`src/rtl/display_mux.sv`:
```
// Two-digit time-multiplexed seven-segment driver with programmable dead time between digits.
// Define LEAD_ZERO_BLANK_EN to darken digit 1 (tens) when it latches zero.
module display_mux #(
    parameter int BLANK_CYCLES = 16,
    parameter int CNT_W        = 8
) (
    input  logic       clk,
    input  logic       reset,
    input  logic       clk_div,
    input  logic [3:0] s0,
    input  logic [3:0] s1,
    output logic [6:0] seg,
    output logic       an0,
    output logic       an1
);

    typedef enum logic [1:0] {BLANK_TO0, SHOW0, BLANK_TO1, SHOW1} state_t;

    localparam logic [6:0] SEG_OFF = 7'b1111111;

    state_t           state;
    logic [CNT_W-1:0] cnt;
    logic             clk_div_q;
    logic [3:0]       digit;
    logic             swap_evt;
    logic             blank_done;

    function automatic logic [6:0] decode(input logic [3:0] v);
        case (v)
            4'h0: decode = 7'b1000000;
            4'h1: decode = 7'b1111001;
            4'h2: decode = 7'b0100100;
            4'h3: decode = 7'b0110000;
            4'h4: decode = 7'b0011001;
            4'h5: decode = 7'b0010010;
            4'h6: decode = 7'b0000010;
            4'h7: decode = 7'b1111000;
            4'h8: decode = 7'b0000000;
            4'h9: decode = 7'b0010000;
            4'hA: decode = 7'b0001000;
            4'hB: decode = 7'b0000011;
            4'hC: decode = 7'b1000110;
            4'hD: decode = 7'b0100001;
            4'hE: decode = 7'b0000110;
            default: decode = 7'b0001110;
        endcase
    endfunction

    // Digit 1 is the tens position; optionally suppress a leading zero.
    function automatic logic [6:0] decode1(input logic [3:0] v);
`ifdef LEAD_ZERO_BLANK_EN
        decode1 = (v == 4'h0) ? SEG_OFF : decode(v);
`else
        decode1 = decode(v);
`endif
    endfunction

    assign swap_evt   = clk_div ^ clk_div_q;
    assign blank_done = (BLANK_CYCLES == 0) || (cnt == CNT_W'(BLANK_CYCLES - 1));

    always_ff @(posedge clk) begin
        if (!reset) begin
            state     <= BLANK_TO0;
            cnt       <= '0;
            clk_div_q <= 1'b0;
            digit     <= 4'h0;
            seg       <= SEG_OFF;
            an0       <= 1'b1;
            an1       <= 1'b1;
        end else begin
            clk_div_q <= clk_div;
            case (state)
                SHOW0: begin
                    seg <= decode(digit);
                    if (swap_evt) begin
                        // With no dead time the enables hand over in one edge.
                        if (BLANK_CYCLES == 0) begin
                            state <= SHOW1;
                            digit <= s1;
                            seg   <= decode1(s1);
                            an0   <= 1'b1;
                            an1   <= 1'b0;
                        end else begin
                            state <= BLANK_TO1;
                            cnt   <= '0;
                            seg   <= SEG_OFF;
                            an0   <= 1'b1;
                            an1   <= 1'b1;
                        end
                    end
                end
                SHOW1: begin
                    seg <= decode1(digit);
                    if (swap_evt) begin
                        if (BLANK_CYCLES == 0) begin
                            state <= SHOW0;
                            digit <= s0;
                            seg   <= decode(s0);
                            an0   <= 1'b0;
                            an1   <= 1'b1;
                        end else begin
                            state <= BLANK_TO0;
                            cnt   <= '0;
                            seg   <= SEG_OFF;
                            an0   <= 1'b1;
                            an1   <= 1'b1;
                        end
                    end
                end
                // Swap edges seen while blanking are dropped, not queued.
                BLANK_TO1: begin
                    if (blank_done) begin
                        state <= SHOW1;
                        cnt   <= '0;
                        digit <= s1;
                        seg   <= decode1(s1);
                        an1   <= 1'b0;
                    end else begin
                        cnt <= cnt + 1'b1;
                    end
                end
                default: begin
                    if (blank_done) begin
                        state <= SHOW0;
                        cnt   <= '0;
                        digit <= s0;
                        seg   <= decode(s0);
                        an0   <= 1'b0;
                    end else begin
                        cnt <= cnt + 1'b1;
                    end
                end
            endcase
        end
    end

endmodule

```
`config.mk`:
```
export PLATFORM = sky130hd
export DESIGN_NAME = display_mux
export DESIGN_NICKNAME = d
export VERILOG_FILES = /design/src/rtl/display_mux.sv
export SDC_FILE = /design/constraint.sdc
export NUM_CORES = 1
export LEC_CHECK = 0
export ABC_AREA = 0
export CAP_MARGIN = 25
export CORE_MARGIN = 1
export CORE_UTILIZATION = 58
export CTS_BUF_LIST = sky130_fd_sc_hd__clkbuf_8
export CTS_CLUSTER_DIAMETER = 120
export DETAILED_ROUTE_END_ITERATION = 8
export PLACE_DENSITY = 0.83
export SYNTH_ARGS = -nofsm -noshare
export SYNTH_HDL_FRONTEND = slang
export SYNTH_SLANG_ARGS = --single-unit
```
`constraint.sdc`:
```
create_clock -name clk -period 2.85 [get_ports clk]
set_clock_uncertainty 0.15 [all_clocks]
set_input_delay 0.4275 -clock clk [delete_from_list [all_inputs] [get_ports clk]]
set_output_delay 0.4275 -clock clk [all_outputs]
set_load 0.03 [all_outputs]
```
==> results of run 1 <==
cells by family (layout without fill, tap and decap cells):
kind of cell	count (synthesis)	count (layout)	synth area share (%)
compound gates	77	77	25.3
buf+inv	34	57	6.54
mux	16	16	7.77
simple gates	78	78	17.8
fa+ha+maj	24	24	13.4
xor+xnor	4	4	1.56
flops	31	31	27.7
worst paths after layout:
path,from,endpoint,slack [ns],cells past startpoint
setup / recovery,state[1]$_SDFFE_PN0P_,flip-flop,0.14,10
hold reg to reg,seg[6]$_SDFFE_PN1P_,seg[6]$_SDFFE_PN1P_,0.34,2
hold / removal,seg[6]$_SDFFE_PN1P_,seg[6]$_SDFFE_PN1P_,0.34,2
setup reg to reg,state[1]$_SDFFE_PN0P_,flip-flop,0.14,10
final cells by class:
type                       count  area [sq um]
timing repair buffer          34           303
fill                         293          1070
sequential                    31           621
clock inverter                 1          3.75
clock buffer                   7          96.3
inverter                      15          57.6
tap                           48          60.1
multi-input combinational    199          1470
layer usage:
| layer | global-route usage, % | up-vias | routed length [um] |
|---|---|---|---|
| met1 | 33.4 | 934 | 2370 |
| met5 | 0 | - | 0 |
| met3 | 4.82 | 6 | 125 |
| met4 | 9.17 | 0 | 66 |
| met2 | 41.1 | 29 | 2360 |
| li1 | - | 994 | - |
power by group:
group          switching (mW)  internal [mW]  total [mW]  leakage, nW
clock network           0.158          0.216       0.375       0.0557
logic                   0.149          0.112       0.261        0.817
registers              0.0152          0.455       0.470        0.252
per-stage QoR:
step | power, mW | hold WS, ns
after global routing | 1.16 | 0.359
after floorplan | 0.646 | 0.317
after detailed placement | 0.738 | 0.331
after CTS | 1.11 | 0.344
final | 1.11 | 0.336
after global placement | 0.732 | 0.314
cells in the final DEF, fill, tap and decap left out, drive strengths merged, types with 4 or more instances in the layout:
cell	Yosys	layout
mux2i	14	14
nand3b	4	4
nand2b	4	4
dfxtp	31	31
nand3	8	8
o311ai	4	4
inv	14	15
ha	24	24
and3	4	4
a211oi	4	4
a21boi	6	6
o21ai	18	18
a21oi	8	8
o211a	7	7
clkbuf	16	7
nand2	22	22
o22ai	5	5
o211ai	8	8
nor2	21	21
buf	3	15
clkdlybuf4s50	0	19
worst max-delay path: cells and delay by family (launching register included):
family,cells,cell delay [ns]
buf+inv,3,0.35
compound gates,2,0.47
simple gates,2,0.63
flops,1,0.38
mux,1,0.08
fa+ha+maj,2,0.52
timing repair:
item	CTS	global route
endpoints found under the hold margin	0	0
setup buffers	0	3
setup endpoints to repair	0	3
==> results.toml, run 1 <==
[run_status]
status = "finished clean"

[setup_path]
cpMaxStageDelayCell = "or2_2"
cp_slowest_stage_delay_ns = 0.39
crit_type = "flip-flop to flip-flop"
crit_fanout = 9
cp_data_required_time_ns = 2.87
worstPathArrival_ns = 2.73
cp-end-kind = "flip-flop"
path_cells = "inv_1 > ha_1 > or2_2 > nor3_4 > buf_4 > o211a_2 > inv_1 > ha_1 > mux2i_1 > a32o_1"
cp-start-kind = "flip-flop"

[yosys]
synth_seq_area_share_pct = 27.7
synth-seq-cells = 31
synth_edf_count = 0
synthCells = 264
synthMostInstantiatedCell = "dfxtp_1"
async_reset_ff_share_pct = 0
yosysWarnings = 0
synth_nets = 299
yosysUniqueCellTypes = 55
synth_top_area_share_pct = 27.7
avgSynthCellArea_sq_um = 8.48
synth_area_leader_cell = "dfxtp_1"
synth_area_leaders = "dfxtp_1 (28%), ha_1 (13%), mux2i_1 (6.3%)"
synth_area_sq_mm = 0.00224
synth_ff_type = "dfxtp_1"
synthTopCellsByCount = "dfxtp_1 (31), ha_1 (24), nand2_1 (22)"

[grt]
grt_overflow_total = 0
track_usage_pct = 25.3
grt_max_degree = 22
grt_pass1_wl_mm = 7.99
antenna_found_initial = 0
grt_pass1_vias = 1754

[cells_and_area]
areaGrowthSynthToFinish_pct = 16.7
instances_no_fill = 335
fin_nets = 321
antennaDiodeCount = 0
final_util_pct = 70.9
final_cell_area_sq_mm = 0.00261
drive_above_1_share_pct = 12.2

[sta]
slew_headroom_pct = 50.1
rsz0062_at_grt = "no"
drv_slew = 0
max_freq_ghz = 0.369
hold_viol_final = 0
worstMarginPinSlew_ns = 0.745
setup_viol = 0
period_share_pct = 95.2
fin_crit_ns = 2.71
finalSetupTns_ns = 0
timing.final.ws_setup_ns = 0.137

[floorplan]
initial_core_util_pct = 60.7
die-area_sq_mm = 0.00411
coreArea_sq_mm = 0.00369
ios = 20
rows = 22
fp.dieH_um = 64.1
die_w_um = 64.1

[clock_tree]
root_buffer = "clkbuf_8"
htreeDepth = 2
ctsResizeCount = 0
cts_made_buffers = 5
tritoncts = "done"
clk_latency_ns = 0.28
cts_hold_buffers = 0
clkTransAtPathRegs_ns = 0.06
clk_path_buf_depth = 2
cts.sinks = 31

[drt]
vias_per_cell = 5.86
drc = 0
drtAntennaViolNets = 0
drt_iter0_markers = 195
detail_route.first_pass.iterations = 4
avgRoutedWirePerCell_um = 14.7
num_vias = 1963
finalWirelength_mm = 4.92

[placement]
dpl.cell_count = 324
pre_cts_ws_ns = 0.169
dp_hpwl_mm = 3.63
gp_congestion = 0.840
dpl-instance-area_sq_mm = 0.00249
port_buffers = 19

[power_and_ir_drop]
power_density_mw_per_mm2 = 423
irDropWorstVdd_mv = 0.282
leakage_nw = 1.12

[hold_path]
hold_path.class = "flip-flop to flip-flop"

[flow_run]
max_cap_viol_count = 0
(Power assumes the default switching activity.)
==> inputs of run 2 (changes only) <==
==> constraint.sdc (replaced) <==
create_clock -name clk -period 2.85 [get_ports clk]
set_clock_uncertainty 0.15 [all_clocks]
set_input_delay 0.4275 -clock clk [delete_from_list [all_inputs] [get_ports clk]]
set_output_delay 0.4275 -clock clk [all_outputs]
set_load 0.02 [all_outputs]
==> results of run 2 <==
The final DEF is identical to that of run 1. Status: finished clean.
Among the figures that moved: total power 1.11 mW -> 1.10 mW
==> inputs of run 3 (changes only) <==
--- a/config.mk
+++ b/config.mk
@@ -12,6 +12,7 @@
 export CTS_BUF_LIST = sky130_fd_sc_hd__clkbuf_8
 export CTS_CLUSTER_DIAMETER = 120
 export DETAILED_ROUTE_END_ITERATION = 8
+export HOLD_SLACK_MARGIN = 0.02
 export PLACE_DENSITY = 0.83
 export SYNTH_ARGS = -nofsm -noshare
 export SYNTH_HDL_FRONTEND = slang
==> results of run 3 <==
The final DEF is identical to that of run 1. Status: finished clean.
Among the figures that moved: total power 1.11 mW -> 1.10 mW
